**src/rtl/mac_psum_acc_pkg.sv**
```systemverilog
// Shared widths for the MAC -> accumulator -> OFIFO path.
// The cfg_len decode is used wherever a 4-bit length field is interpreted.
package mac_psum_acc_pkg;

    localparam int bw      = 8;
    localparam int bw_psum = 2 * bw + 6;
    localparam int bw_acc  = bw_psum + 4;

    // A cfg_len of 0 selects the full 16-psum tile.
    localparam logic [4:0] len_full = 5'd16;

    function automatic logic [4:0] decode_len(input logic [3:0] len);
        return (len == 4'd0) ? len_full : {1'b0, len};
    endfunction

endpackage

```
**src/rtl/mac_psum_acc_quant.sv**
```systemverilog
// psum_quant: arithmetic shift, optional ReLU, saturation to bw bits.
// Latency: combinational. Backpressure: none (pure function).
// Shift amounts >= bw_acc leave only sign fill (0 or -1).
module psum_quant
    import mac_psum_acc_pkg::*;
(
    input  logic signed [bw_acc-1:0] sum,
    input  logic        [4:0]        shift,
    input  logic                     relu,
    output logic        [bw-1:0]     q,
    output logic                     sat
);

    localparam logic signed [bw_acc-1:0] umax = bw_acc'((1 << bw) - 1);
    localparam logic signed [bw_acc-1:0] smax = bw_acc'((1 << (bw - 1)) - 1);
    localparam logic signed [bw_acc-1:0] smin = bw_acc'(-(1 << (bw - 1)));

    logic signed [bw_acc-1:0] s;

    always_comb begin
        s   = sum >>> shift;
        q   = s[bw-1:0];
        sat = 1'b0;
        if (relu) begin
            if (s < 0) begin
                q = '0;
            end else if (s > umax) begin
                q   = '1;
                sat = 1'b1;
            end
        end else begin
            if (s > smax) begin
                q   = smax[bw-1:0];
                sat = 1'b1;
            end else if (s < smin) begin
                q   = smin[bw-1:0];
                sat = 1'b1;
            end
        end
    end

endmodule

```
**src/rtl/mac_psum_acc.sv**
```systemverilog
// Accumulates cfg_len MAC partial sums into one result, emitted raw and requantized.
// Latency: result registered the cycle after the final psum; one psum/cycle throughput.
// Backpressure: in_ready drops while an unconsumed result is held; acc/cnt freeze.
module mac_psum_acc
    import mac_psum_acc_pkg::*;
(
    input  logic                      clk,
    input  logic                      reset_n,
    input  logic        [3:0]         cfg_len,
    input  logic        [4:0]         cfg_shift,
    input  logic                      cfg_relu,
    input  logic                      in_valid,
    output logic                      in_ready,
    input  logic signed [bw_psum-1:0] in_psum,
    output logic                      out_valid,
    input  logic                      out_ready,
    output logic signed [bw_acc-1:0]  out_acc,
    output logic        [bw-1:0]      out_q,
    output logic                      out_sat
);

    logic signed [bw_acc-1:0] acc;
    logic        [3:0]        cnt;
    logic        [4:0]        len_l;
    logic        [4:0]        shift_l;
    logic                     relu_l;

    logic                     xfer;
    logic                     first;
    logic                     final_xfer;
    logic        [4:0]        len_e;
    logic        [4:0]        shift_e;
    logic                     relu_e;
    logic signed [bw_acc-1:0] sum;
    logic        [bw-1:0]     q_nxt;
    logic                     sat_nxt;

    assign in_ready = !out_valid || out_ready;
    assign xfer     = in_valid && in_ready;
    assign first    = (cnt == 4'd0);

    // The first psum of a result uses live cfg; later psums use the copy taken then.
    assign len_e   = first ? decode_len(cfg_len) : len_l;
    assign shift_e = first ? cfg_shift : shift_l;
    assign relu_e  = first ? cfg_relu  : relu_l;

    assign final_xfer = xfer && ({1'b0, cnt} == len_e - 5'd1);
    assign sum = (first ? '0 : acc)
               + {{(bw_acc - bw_psum){in_psum[bw_psum-1]}}, in_psum};

    psum_quant u_quant (
        .sum   (sum),
        .shift (shift_e),
        .relu  (relu_e),
        .q     (q_nxt),
        .sat   (sat_nxt)
    );

    always_ff @(posedge clk or negedge reset_n) begin
        if (!reset_n) begin
            acc       <= '0;
            cnt       <= '0;
            len_l     <= len_full;
            shift_l   <= '0;
            relu_l    <= 1'b0;
            out_valid <= 1'b0;
            out_acc   <= '0;
            out_q     <= '0;
            out_sat   <= 1'b0;
        end else begin
            if (out_valid && out_ready) begin
                out_valid <= 1'b0;
            end
            if (xfer) begin
                if (first) begin
                    len_l   <= len_e;
                    shift_l <= shift_e;
                    relu_l  <= relu_e;
                end
                if (final_xfer) begin
                    out_acc   <= sum;
                    out_q     <= q_nxt;
                    out_sat   <= sat_nxt;
                    out_valid <= 1'b1;
                    acc       <= '0;
                    cnt       <= '0;
                end else begin
                    acc <= sum;
                    cnt <= cnt + 4'd1;
                end
            end
        end
    end

endmodule

```
**config.mk**
```make
export PLATFORM = sky130hd
export DESIGN_NAME = mac_psum_acc
export DESIGN_NICKNAME = d
export VERILOG_FILES = /design/src/rtl/mac_psum_acc_pkg.sv /design/src/rtl/mac_psum_acc_quant.sv /design/src/rtl/mac_psum_acc.sv
export SDC_FILE = /design/constraint.sdc
export NUM_CORES = 1
export LEC_CHECK = 0
export CAP_MARGIN = 0
export CORE_ASPECT_RATIO = 0.5
export CORE_UTILIZATION = 35
export DETAILED_ROUTE_END_ITERATION = 6
export DONT_BUFFER_PORTS = 1
export HOLD_SLACK_MARGIN = 0.12
export PLACE_DENSITY = 0.48
export SLEW_MARGIN = 20
export SYNTH_ARGS = -nofsm -noshare
export SYNTH_HDL_FRONTEND = slang
export SYNTH_SLANG_ARGS = --single-unit
```
**constraint.sdc**
```tcl
create_clock -name clk -period 7.1 [get_ports clk]
set_input_delay 1.42 -clock clk [delete_from_list [all_inputs] [get_ports clk]]
set_output_delay 1.42 -clock clk [all_outputs]
set_load 0.05 [all_outputs]
```
Yosys cells after proc, flatten, opt, wreduce, memory -nomap -nowiden

Index checks and enable logic that the tools add are counted.

Add/subtract/negate cells: 3
$lt $le $gt $ge: 4
Equality and inequality tests: 1
Shift operators: 1
Multiplexer cells: 20
Reduce and logical (&&, ||, !) cells: 9

Operators by type and width:

| cell                                                                   | count |
|---|---|
| 26-bit two-way mux                                                     | 2 |
| 8-bit two-way mux                                                      | 5 |
| 26-bit adder                                                           | 1 |
| 26-bit by 8-bit > comparator with 1-bit output (second input constant) | 1 |
| 26-bit by 9-bit > comparator with 1-bit output (second input constant) | 1 |
| 26-bit by 1-bit < comparator with 1-bit output (second input constant) | 1 |
| 26-bit by 8-bit < comparator with 1-bit output (second input constant) | 1 |
| 26-bit by 5-bit >>> shifter with 26-bit output                         | 1 |
| 5-bit two-way mux                                                      | 3 |
| 1-bit two-way mux                                                      | 9 |
| 4-bit zero test                                                        | 2 |
| 4-bit by 5-bit equality test with 1-bit output                         | 1 |
| 5-bit by 1-bit subtractor with 5-bit output (second input constant)    | 1 |
| 4-bit by 1-bit adder with 4-bit output (second input constant)         | 1 |
| 4-bit two-way mux                                                      | 1 |
| 2-bit AND reduction                                                    | 2 |
| 1-bit logical AND                                                      | 3 |
| 1-bit zero test                                                        | 1 |
| 1-bit logical OR                                                       | 1 |

Register bits: 77
Input port bits: 36
Output and inout port bits: 37
Word-level logic and storage cells: 47

Longest topological paths before layout

Gate-level depths: netlist (run 1).

Depth after elaboration: 8
Mapped depth: 25
Depth with buffers taken out: 19

By module

From an unflattened synthesis (run 1), not the netlist that was laid out.

Cells, all modules: 704
Area, all modules: 6638.9 sq um

By module, submodules not included:

| module       | times used | cells each | area each (sq um) | sequential area each (sq um) |
|---|---|---|---|---|
| mac_psum_acc | 1          | 487        | 4869.7            | 1928.1 |
| psum_quant   | 1          | 217        | 1769.2            | 0.0 |

Worst setup path after synthesis (run 1)

No wires, ideal clock.

Kind: register to register
Start point: register cnt[0]
End point: register out_q[5]
Setup time: 0.077 ns
Arrival time: 5.465 ns
Data required time: 7.023 ns
Slack: 1.557 ns
Stages on the path, launching flop included: 23
Path buffers: 4
Period minus slack after synthesis: 5.543 ns
Cells stage by stage: dfrtp_1 inv_1 ha_1 nor3b_1 buf_2 buf_1 buf_6 clkbuf_1 nor2b_1 ha_1 fa_1 a211oi_2 o211ai_1 a221oi_2 a21oi_2 xnor2_4 and2_1 a2111oi_0 a2111oi_0 or3b_1 o31ai_4 o221ai_1 a21oi_1

Longest elaborated chain between the ends: 8
Elaborated cells on any way between the ends: 20
Those cells by class: 2 x add/sub; 4 x order compare; 1 x eq/ne; 1 x shift; 9 x mux; 3 x reduce/logical

Ends and longest elaborated chain:

| element                                                                                                                 | RTL line                                           | text |
|---|---|---|
| start, declared                                                                                                         | mac_psum_acc.sv:23                                 | `logic [3:0] cnt;` |
| start signal, assigned                                                                                                  | mac_psum_acc.sv:89                                 | `cnt <= cnt + 4'd1;` |
| 4-bit zero test                                                                                                         | mac_psum_acc.sv:40                                 | `assign first = (cnt == 4'd0);` |
| 26-bit two-way mux                                                                                                      | mac_psum_acc.sv:48                                 | `assign sum = (first ? '0 : acc)` |
| 26-bit adder                                                                                                            | mac_psum_acc.sv:49                                 | `+ {{(bw_acc - bw_psum){in_psum[bw_psum-1]}}, in_psum};` |
| 26-bit by 5-bit >>> shifter with 26-bit output                                                                          | mac_psum_acc_quant.sv:21                           | `s = sum >>> shift;` |
| 26-bit by 8-bit < comparator with 1-bit output / 26-bit by 9-bit > comparator with 1-bit output (equally long branches) | mac_psum_acc_quant.sv:35, mac_psum_acc_quant.sv:27 |  |
| 8-bit two-way mux, on equally long branches                                                                             | mac_psum_acc_quant.sv:35, mac_psum_acc_quant.sv:27 |  |
| 8-bit two-way mux, on equally long branches                                                                             | mac_psum_acc_quant.sv:32, mac_psum_acc_quant.sv:25 |  |
| 8-bit two-way mux                                                                                                       | mac_psum_acc_quant.sv:24                           | `if (relu) begin` |
| end signal, assigned                                                                                                    | mac_psum_acc.sv:82                                 | `out_q <= q_nxt;` |
| end, declared                                                                                                           | mac_psum_acc.sv:18                                 | `output logic [bw-1:0] out_q,` |

Parallel ways exist; a longest one is shown, timed or not.
A chain may end at the register's enable or synchronous reset.

Worst setup path in the final report (run 1)

Start point: register cnt[0]
End point: register out_q[7]

The elaborated chain is that of the path after synthesis.

==> flow_summary.toml, run 1 <==
[worst_setup_path]
slowest_stage = "a2111oi_0"
reg2reg_to = "out_q[7]"
critPathRequiredTime_ns = 7.31
critPathArrivalTime_ns = 6.06
worstPathMaxFanout = 27
critPathMaxStageDelay_ns = 0.81
worstReg2RegStart = "cnt[0]"
path_cells = "inv_1 -> ha_1 -> nor3b_2 -> buf_4 -> nor2b_1 -> ha_1 -> fa_1 -> a211oi_2 -> o21ai_2 -> a21oi_1 -> nor3_1 -> nor2_1 -> xor2_1 -> a2111oi_0 -> a2111oi_0 -> a31oi_1 -> nor2_1 -> nor4bb_1 -> or3_1 -> a31oi_1"
startpoint_type = "flip-flop"
r2r_cells = 20
setup.worst_path.class = "flip-flop to flip-flop"
path_buf_inv = 2
path_delay_family = "compound AO/OA/AOI/OAI gates"
regToRegSetupSlack_ns = 1.26
end_kind = "flip-flop"

[place]
port_buffers = 0
hpwl_um = 17300
gp_congestion = 0.891

[clock_network]
numCtsBuffers = 9
clock-sinks = 77
clkTransAtPathRegs_ns = 0.06
ctsHoldBuffers = 0
post_cts_buffers = 0
cts_tree = "yes"
clock_latency_ns = 0.36
clk_path_buf_depth = 2
root_buffer = "clkbuf_16"
cts_resized = 0
htreeDepth = 3

[global_route]
grt_usage_pct = 23.6
grt_pass1_vias = 6067
grt_pass1_wl_um = 37200
grt_max_degree = 78
overflow = 0
antenna_found_initial = 0

[synth]
synth-seq-area-share_pct = 27.6
synthTopCellsByCount = "143 x nand2_1, 76 x dfrtp_1, 62 x o21ai_0"
syn_inst = 826
synth_top_area_share_pct = 27.2
ys_ff_latch = 77
synth.largest_area_cell = "dfrtp_1"
syn_nets = 891
synthFlopType = "dfrtp_1"
async_flop_share_pct = 100
yosysWarnings = 0
synth_area_leaders = "dfrtp_1 27%, nand2_1 7.7%, ha_1 5.0%"
synth_most_common_cell = "nand2_1"
synth_enable_flop_cells = 0
netlist_area_um2 = 6990
synth_area_per_cell_um2 = 8.47
ys_types = 93

[sta]
finalSetupTns_ns = 0
fin_crit_ns = 5.84
hold_viol_final = 0
max_freq_ghz = 0.171
worst_slew_pin_slew_ns = 1.00
setup_violations = 0
rsz0062_at_grt = "false"
slew_viol_final = 0
slew_headroom_pct = 33.1
fin_skew_ns = 0.0120
layout_worst_path_cycle_share_pct = 82.3

[min_path]
hold_path_depth = 2
hp-start = "acc[4]"
hold_path.class = "flip-flop to flip-flop"
whs_endpoint = "acc[4]"

[final_layout]
diodes = 0
fill_cells = 2021
area_growth_pct = 4.99
fin_nets = 856
drive_gt1_share_pct = 12.8

[detailed_routing]
firstDrtPassIters = 5
drc_errors = 0
antenna_left = 0
wl_per_cell_um = 22.2
routed_via_density = 6.03
drtIter0Drc = 763
vias = 6399
drt-total-wl_um = 23600

[floorplan]
die_w_um = 202
io_pins = 73
coreArea_um2 = 19500
start_util_pct = 35.9
die_h_um = 102
dieArea_um2 = 20600
rows = 36

[run]
maxCapViolations = 0

[outcome]
status = "complete, no violations"
[stage by stage]
| stage | setup slack [ns] | area [um2] | utilization (%) | cells | hold slack [ns] |
|---|---|---|---|---|---|
| 4_1_cts | 1.27 | 7340 | 37.7 | 1062 | 0.471 |
| 6_report | 1.26 | 7340 | 37.7 | 1062 | 0.466 |
| 2_1_floorplan | 1.56 | 6990 | - | 826 | 0.441 |
| 3_3_place_gp | 1.22 | 7070 | 36.2 | 1046 | 0.453 |
| 3_5_place_dp | 1.25 | 7070 | 36.2 | 1046 | 0.458 |
| 5_1_grt | 0.795 | 7340 | 37.7 | 1062 | 0.493 |
[cell type report]
cell class | count | area (um2) | share of cell area (%)
Clock buffer | 10 | 239 | 3.25
Clock inverter | 6 | 38.8 | 0.528
Inverter | 5 | 18.8 | 0.256
Multi-Input combinational cell | 686 | 4700 | 63.9
Sequential cell | 77 | 1930 | 26.3
Tap cell | 266 | 333 | 4.53
Timing Repair Buffer | 12 | 90.1 | 1.23
[worst reg2reg max path, delay by kind of cell (launching register included)]
| kind | cells | cell delay, ns |
|---|---|---|
| AO/OA/AOI/OAI | 7 | 2.09 |
| adder cells (fa/ha/maj) | 3 | 0.84 |
| buffers and inverters | 2 | 0.50 |
| AND/OR/NAND/NOR | 7 | 1.34 |
| XOR/XNOR | 1 | 0.54 |
| flip-flops | 1 | 0.39 |
[cells in the final DEF, fill, tap and decap left out, types with 5 or more instances in the layout]
cell         n
o21ai_0     62
xor2_1      10
o21a_1       8
dfrtp_1     76
nand3_1     18
nand4_1     15
o22ai_1      6
nand2_1    143
xnor2_1     16
and4_1       6
and3_1       5
a22oi_1     11
o211ai_1    14
nor2b_1     26
mux2_2      16
nor2_1      56
o31ai_1     21
o221ai_1     7
inv_1        5
a21oi_1     51
a21o_1       5
a211oi_1    11
ha_1        28
buf_4       12
mux2i_1     20
nor3_1      10
a31oi_1      6
clkbuf_16    9
[how the worst max path moves through the flow]
stage                startpoint       end  slack, ns  cells past startpoint
floorplan                cnt[0]  out_q[5]       1.56                     22
global placement    in_psum[17]  out_q[7]       1.22                     14
detailed placement   in_psum[0]  out_q[7]       1.25                     15
CTS                      cnt[0]  out_q[7]       1.27                     20
global route             cnt[0]  out_q[7]       0.80                     20
finish                   cnt[0]  out_q[7]       1.26                     20
[cell families after synthesis]
| family | Yosys count | synth area share (%) |
|---|---|---|
| flops | 77 | 27.6 |
| xor+xnor | 35 | 5.83 |
| buf+inv | 63 | 5.42 |
| mux | 38 | 5.80 |
| simple gates | 311 | 21.1 |
| fa+ha+maj | 29 | 5.30 |
| compound gates | 273 | 29.0 |
[flip-flops by register name, indices dropped and copies added (netlist names)]
signal / cells
acc: 26
cnt: 4
len_l: 5
out_acc: 26
out_q: 8
out_sat: 1
out_valid: 1
relu_l: 1
shift_l: 5
[layer usage]
layer  global-route usage [%]  up-vias  wire length, um
met2                     34.0      238             9590
met5                        0        -                0
met4                     6.00        0              395
li1                         -     3006                -
met3                     4.18       31             1690
met1                     35.8     3124            11900
Power of run 1 is not shown: default switching activity piles up to over one toggle a cycle in this logic, so the estimate is an artifact.
==> run 2: changes to the inputs <==
==> constraint.sdc (replaced) <==
create_clock -name clk -period 5.8 [get_ports clk]
set_input_delay 1.16 -clock clk [delete_from_list [all_inputs] [get_ports clk]]
set_output_delay 1.16 -clock clk [all_outputs]
set_load 0.05 [all_outputs]
==> run 2 against run 1 <==
Against the previous run:
- critical path depth stayed put
- core utilization is 1.2 points higher
- worst setup slack lost 0.96 ns
- global-route usage grew 0.074 points
- first-iteration DRC count down 14%
- sequential share of layout area down 0.82 points
- via count fell by 0.23%
- cell count grew 2.3%
- register-to-register slack worse by 0.96 ns
- clock-buffer cell count is 1 higher
- critical endpoint is now out_q[0]
- highest routed layer unchanged
==> flow_summary.toml, run 2 (synthesis results as in run 1) <==
[worst_setup_path]
worstPathMaxFanout = 7
critPathRequiredTime_ns = 6.07
startpoint_type = "flip-flop"
setup.worst_path.class = "flip-flop to flip-flop"
end_kind = "flip-flop"
critPathArrivalTime_ns = 5.78

[sta]
worst_slew_pin_slew_ns = 1.06
fin_skew_ns = 0.0118
fin_crit_ns = 5.51
slew_headroom_pct = 29.0
setup_ws_ns = 0.295
slew_viol_final = 0
layout_worst_path_cycle_share_pct = 94.9
max_freq_ghz = 0.182
setup_violations = 0
hold_viol_final = 0

[clock_network]
post_cts_buffers = 0
clock_latency_ns = 0.36
numCtsBuffers = 9
root_buffer = "clkbuf_16"
clock-sinks = 77
clkTransAtPathRegs_ns = 0.06
cts_tree = "yes"
cts_resized = 0
htreeDepth = 3
clk_path_buf_depth = 2
ctsHoldBuffers = 0

[final_layout]
multi_input_area_um2 = 4740
reg_top3 = "acc x26, out_acc x26, out_q x8"
fin_nets = 880
regArea_um2 = 1930
final_common_cell = "nand2_1"
diodes = 0
drive_gt1_share_pct = 16.0
area_growth_pct = 8.37
fill_cells = 2026
final_cell_mix = "143 x nand2_1, 76 x dfrtp_1, 62 x o21ai_0, 56 x nor2_1, 50 x a21oi_1"

[detailed_routing]
vias = 6384
drt-total-wl_um = 24100
routed_via_density = 5.88
antenna_left = 0
drtIter0Drc = 656
drc_errors = 0
wl_per_cell_um = 22.2
firstDrtPassIters = 6

[run]
maxCapViolations = 0

[floorplan]
io_pins = 73
rows = 36
die_h_um = 102
dieArea_um2 = 20600
die_w_um = 202
start_util_pct = 35.9
coreArea_um2 = 19500

[place]
port_buffers = 0
pre_cts_slack_ns = 0.0319
hpwl_um = 18000
gp_congestion = 0.957

[global_route]
grt_max_degree = 78
overflow = 0
grt_pass1_vias = 6076
antenna_found_initial = 0
grt_usage_pct = 23.7
grt_pass1_wl_um = 37000

[outcome]
status = "complete, no violations"

[min_path]
hold_path.class = "flip-flop to flip-flop"
run 2: cell count changes in the layout (fill, tap and decap cells not counted), sizes merged:
cell      before  now
clkbuf        10   11
bufinv         0    1
clkinvlp       2    0
buf           12   36
run 2: per-layer routing:
| metal | vias to the layer above | global-route usage (%) | share of wire, % |
|---|---|---|---|
| met2 | 214 | 33.9 | 40 |
| met3 | 28 | 5.45 | 6.3 |
| met5 | - | 0 | 0 |
| met1 | 3088 | 35.3 | 52 |
| li1 | 3054 | - | - |
| met4 | 0 | 5.77 | 1.5 |
run 2: worst paths after layout:
kind                          from    endpoint  slack, ns  depth (start not counted)
hold reg to reg            acc[11]     acc[11]       0.47                          2
setup / recovery            cnt[0]    out_q[0]       0.29                         20
setup reg to reg            cnt[0]    out_q[0]       0.29                         20
min in group asynchronous  reset_n  shift_l[0]       0.49                          0
max in group asynchronous  reset_n    len_l[4]       5.10                          0
hold / removal             acc[11]     acc[11]       0.47                          2
run 2: worst max-delay path, stage by stage, from the launching register on:
cell	delay, ns
dfrtp_1	0.40
inv_1	0.14
ha_1	0.17
nor3b_4	0.32
nor2b_1	0.09
ha_1	0.24
fa_1	0.45
a211oi_2	0.34
o21ai_2	0.18
a211oi_1	0.40
o22ai_2	0.29
a222oi_1	0.48
a21boi_2	0.36
and3_1	0.19
o21ai_0	0.12
a311oi_2	0.30
a31oi_1	0.12
buf_4	0.16
o31ai_4	0.28
o21ai_0	0.18
a21oi_1	0.18
run 2: cell type report:
class / instances / share of cell area, %
timing repair buffer: 36 / 3.57
clock buffer: 11 / 3.20
tap: 266 / 4.39
inverter: 5 / 0.248
multi-input combinational: 686 / 62.5
sequential: 77 / 25.4
clock inverter: 5 / 0.660
run 2: stage by stage:
stage | utilization, % | area, um2 | TNS [ns] | std cells | hold slack (ns)
after floorplan | - | 6990 | 0 | 826 | 0.441
after global placement | 37.2 | 7250 | 0 | 1070 | 0.454
after detailed placement | 37.2 | 7250 | 0 | 1070 | 0.458
after CTS | 38.7 | 7540 | 0 | 1086 | 0.471
after global routing | 38.9 | 7580 | -0.000751 | 1086 | 0.479
final | 38.9 | 7580 | 0 | 1086 | 0.471
Power of run 2 is left out for the same reason.
==> run 3: changes to the inputs <==
--- a/config.mk
+++ b/config.mk
@@ -11,6 +11,7 @@
 export DETAILED_ROUTE_END_ITERATION = 6
 export DONT_BUFFER_PORTS = 1
 export HOLD_SLACK_MARGIN = 0.12
+export MAX_ROUTING_LAYER = met4
 export PLACE_DENSITY = 0.48
 export SLEW_MARGIN = 20
 export SYNTH_ARGS = -nofsm -noshare
==> run 3 against run 2 <==
Against the previous run:
- routed wire length up 0.96%
- global-route usage up 1.0 points
- clock-buffer cell count down 2
- non-clock buffer count down 4
- critical endpoint is now out_sat
- highest routed layer unchanged
==> flow_summary.toml, run 3 (synthesis results as in run 1) <==
[outcome]
status = "complete, no violations"

[floorplan]
dieArea_um2 = 20600
rows = 36
start_util_pct = 35.9
coreArea_um2 = 19500
die_h_um = 102
die_w_um = 202
io_pins = 73

[clock_network]
cts_tree = "yes"
clock_latency_ns = 0.36
cts_resized = 0
htreeDepth = 3
clock-sinks = 77
numCtsBuffers = 9
root_buffer = "clkbuf_16"
ctsHoldBuffers = 0
clk_path_buf_depth = 2
post_cts_buffers = 0
clkTransAtPathRegs_ns = 0.07

[place]
gp_congestion = 0.905
hpwl_um = 18100
port_buffers = 0
placedCellCount = 1066
placed_area_um2 = 7220

[sta]
setup_violations = 0
hold_viol_final = 0
fin_skew_ns = 0.0101
worst_slew_pin_slew_ns = 1.09
slew_headroom_pct = 26.7
whs_ns = 0.470
rsz0062_at_grt = "false"
layout_worst_path_cycle_share_pct = 94.1
slew_viol_final = 0
fin_crit_ns = 5.46
max_freq_ghz = 0.183
finalSetupTns_ns = 0

[final_layout]
reg_top3 = "acc x26, out_acc x26, out_q x8"
final_cell_mix = "143 x nand2_1, 76 x dfrtp_1, 62 x o21ai_0, 55 x nor2_1, 50 x a21oi_1"
fin_nets = 876
area_growth_pct = 9.00
drive_gt1_share_pct = 15.6
final_common_cell = "nand2_1"
instances_no_fill = 1083
stdcell_area_um2 = 7620
fill_cells = 2035

[detailed_routing]
firstDrtPassIters = 5
routed_via_density = 5.98
antenna_left = 0
drt-total-wl_um = 24300
vias = 6480
wl_per_cell_um = 22.4
drc_errors = 0
drtIter0Drc = 555

[worst_setup_path]
r2r_cells = 19
critPathRequiredTime_ns = 6.09
startpoint_type = "flip-flop"
end_kind = "flip-flop"
reg2reg_to = "out_sat"
worstPathMaxFanout = 7
critPathArrivalTime_ns = 5.75
setup.worst_path.class = "flip-flop to flip-flop"
worstReg2RegStart = "cnt[0]"
regToRegSetupSlack_ns = 0.34

[global_route]
grt_max_degree = 78
grt_pass1_vias = 6183
grt_usage_pct = 24.7
overflow = 0
grt_pass1_wl_um = 37300
antenna_found_initial = 1

[min_path]
hold_path.class = "flip-flop to flip-flop"
whs_endpoint = "acc[25]"
hold_path_depth = 2
hp-start = "acc[25]"

[run]
maxCapViolations = 0
run 3: changes by cell type in the layout (fill, tap and decap cells not counted), moves of 2 or more:
cell	previous run	this run
clkinv_2	4	2
ha_2	2	0
buf_4	36	31
ha_1	26	28
bufinv_16	1	4
run 3: worst max-delay path by stage:
stage / from / end / slack, ns / cells past startpoint
final: cnt[0] / out_sat / 0.34 / 19
after global routing: cnt[0] / out_q[5] / 0.06 / 20
after CTS: cnt[0] / out_q[5] / 0.24 / 22
after detailed placement: cnt[0] / out_q[6] / 0.29 / 20
after global placement: in_psum[0] / out_q[5] / 0.23 / 18
after floorplan: cnt[0] / out_q[5] / 0.26 / 22
run 3: through the flow:
stage                     utilization (%)  setup WS (ns)
final                                39.1          0.342
after global routing                 39.1         0.0606
after CTS                            38.9          0.236
after detailed placement             37.0          0.293
after global placement               37.0          0.232
after floorplan                         -          0.257
run 3: area by class of cell:
class | instances | area (um2) | share of cell area, %
Antenna cell | 1 | 2.50 | 0.0328
Inverter | 5 | 18.8 | 0.246
Tap cell | 266 | 333 | 4.37
Clock buffer | 9 | 225 | 2.95
Multi-Input combinational cell | 686 | 4730 | 62.1
Sequential cell | 77 | 1930 | 25.3
Timing Repair Buffer | 32 | 244 | 3.20
Clock inverter | 7 | 138 | 1.81
run 3: layer usage:
layer	wire length, um	up-vias	track usage (%)
met4	505	0	6.93
li1	-	3040	-
met1	12400	3183	35.6
met3	1400	34	4.56
met5	0	-	-
met2	9970	223	34.8
run 3: worst max-delay path: stages, from the launching register on:
cell and delay, ns:
dfrtp_1 0.39, inv_1 0.13, ha_1 0.16, nor3b_4 0.30, nor2b_1 0.10, ha_1 0.25, fa_1 0.45, a211oi_2 0.36
o21ai_2 0.19, a211oi_4 0.36, xor2_2 0.38, mux2i_1 0.12, a222oi_1 0.71, nand2_1 0.12, a211o_1 0.34, and3_4 0.20
or3b_1 0.23, nor2_1 0.06, or3_1 0.36, a21oi_1 0.15
Power of run 3 is left out for the same reason.
==> patch: new RTL, settings of run 1 <==
The package constant `bw` goes from 8 to 10.
--- a/src/rtl/mac_psum_acc_pkg.sv
+++ b/src/rtl/mac_psum_acc_pkg.sv
@@ -2,7 +2,7 @@
 // The cfg_len decode is used wherever a 4-bit length field is interpreted.
 package mac_psum_acc_pkg;
 
-    localparam int bw      = 8;
+    localparam int bw      = 10;
     localparam int bw_psum = 2 * bw + 6;
     localparam int bw_acc  = bw_psum + 4;
 
Interface: changed (resized in_psum, out_acc and out_q); port bits go from 73 to 83. No check against the original RTL was run, so the function may have changed too.
==> patch against run 1 <==
  * The run now ends with DRC left
  * Cell count is 22% higher
  * Setup slack worse by 330 ps
  * Sequential cell count is 10 higher
  * Non-clock buffer count is 1 higher
  * Critical path type unchanged
  * Synthesized area is 19% higher
  * Wire length is 34% higher
  * Via count is 28% higher
  * Design area is 20% higher
Power is not shown: default switching activity piles up to over one toggle a cycle in this logic, so the estimate is an artifact.
==> patch: results (changes against run 1) <==
[drt]
route.met2.wl_um=12600  ; was 9590 um
vias=8213  ; was 6399
wl_per_cell_um=24.5  ; was 22.2 um
post-route-drc-count=3  ; was 0
routed-wl-met3_um=2530  ; was 1690 um
met1_length_um=15800  ; was 11900 um
first_pass_iters=7  ; was 5
routed_wl_um=31600  ; was 23600 um
drtIter0Drc=804  ; was 763

[synthesis]
synth_seq_cells=87  ; was 77
yosys-mux-area-fraction=0.0670  ; was 0.0580
synth_fa_ha_area_frac=0.0504  ; was 0.0530
synth_xor_area_frac=0.0343  ; was 0.0583
syn_area_per_cell_um2=8.11  ; was 8.47 um2
synth_compound_area_frac=0.318  ; was 0.290
synth_area_leaders=dfrtp_1 26%, nand2_1 8.1%, o21ai_0 5.3%  ; was dfrtp_1 27%, nand2_1 7.7%, ha_1 5.0%
ys_seq_area_frac=0.261  ; was 0.276
ys_types=107  ; was 93
synth_common_cells=180 x nand2_1, 88 x o21ai_0, 86 x dfrtp_1  ; was 143 x nand2_1, 76 x dfrtp_1, 62 x o21ai_0

[finish]
drive_above_1_share=0.121  ; was 0.128
multi_input_gates=863  ; was 686
buffer_area_frac=0.0110  ; was 0.0123
clock_area_frac=0.0355  ; was 0.0378
buffers=13  ; was 12
nClkBuffers=11  ; was 10
nNetsFinal=1052  ; was 856
seq_area_frac=0.246  ; was 0.263
multi_input_area_share=0.661  ; was 0.639
top_regs=acc: 30 flops, out_acc: 30 flops, out_q: 10 flops  ; was acc: 26 flops, out_acc: 26 flops, out_q: 8 flops
fillers=2387  ; was 2021

[sta]
finClkSkew_ps=6.70  ; was 12.0 ps
slew_headroom=0.371  ; was 0.331

[run_status]
violations=DRC
status=complete, but fails checks  ; was completed

[floorplan]
nWellTaps=307  ; was 266

[hold_path]
hold_depth=2  ; unchanged

[global_routing]
grt_pass1_wl_um=48500  ; was 37200 um
grt.total_usage=0.264  ; was 0.236
grt_pass1_vias=7766  ; was 6067
grt_max_degree=88  ; was 78

[critical_path]
critical-path-slowest-cell=nor3b_4  ; was a2111oi_0
cp_top_family=simple AND/OR/NAND/NOR gates  ; was compound AO/OA/AOI/OAI gates
slowest_delay_ps=770  ; was 810 ps
cp.depth=18  ; was 20
cp_max_fo=19  ; was 27
arrival_ps=6410  ; was 6060 ps

[place]
placed_area_um2=8520  ; was 7070 um2
hpwlAfterDp_um=23600  ; was 17300 um
place_congestion=0.939  ; was 0.891
placed_cells=1275  ; was 1046

[cts]
clock_latency_ps=380  ; was 360 ps

[patch: changes by cell type in the layout (fill, tap and decap cells not counted), sizes merged, moves of 6 or more]
cell    change
nand4       +8
a31oi      +13
a311oi      +8
nor3        +6
dfrtp      +10
a21oi       +7
nand2      +39
nor2       +11
o21ai      +37
[patch: path summary, 6_finish.rpt]
kind	slack, ps	end	from
min in group asynchronous	730	len_l[1]$_DFFE_PN0P_	reset_n
hold reg to reg	460	acc[28]$_DFFE_PN0P_	acc[28]$_DFFE_PN0P_
setup reg to reg	930	out_q[6]$_DFFE_PN0P_	cnt[0]$_DFFE_PN0P_
setup / recovery	930	out_q[6]$_DFFE_PN0P_	cnt[0]$_DFFE_PN0P_
hold / removal	460	acc[28]$_DFFE_PN0P_	acc[28]$_DFFE_PN0P_
max in group asynchronous	6200	len_l[4]$_DFFE_PN1P_	reset_n
[patch: layer usage]
metal / track usage / vias up
met4: 0.0699 / 0
met1: 0.409 / 4075
met3: 0.0601 / 37
li1: - / 3781
met5: 0 / -
met2: 0.355 / 320
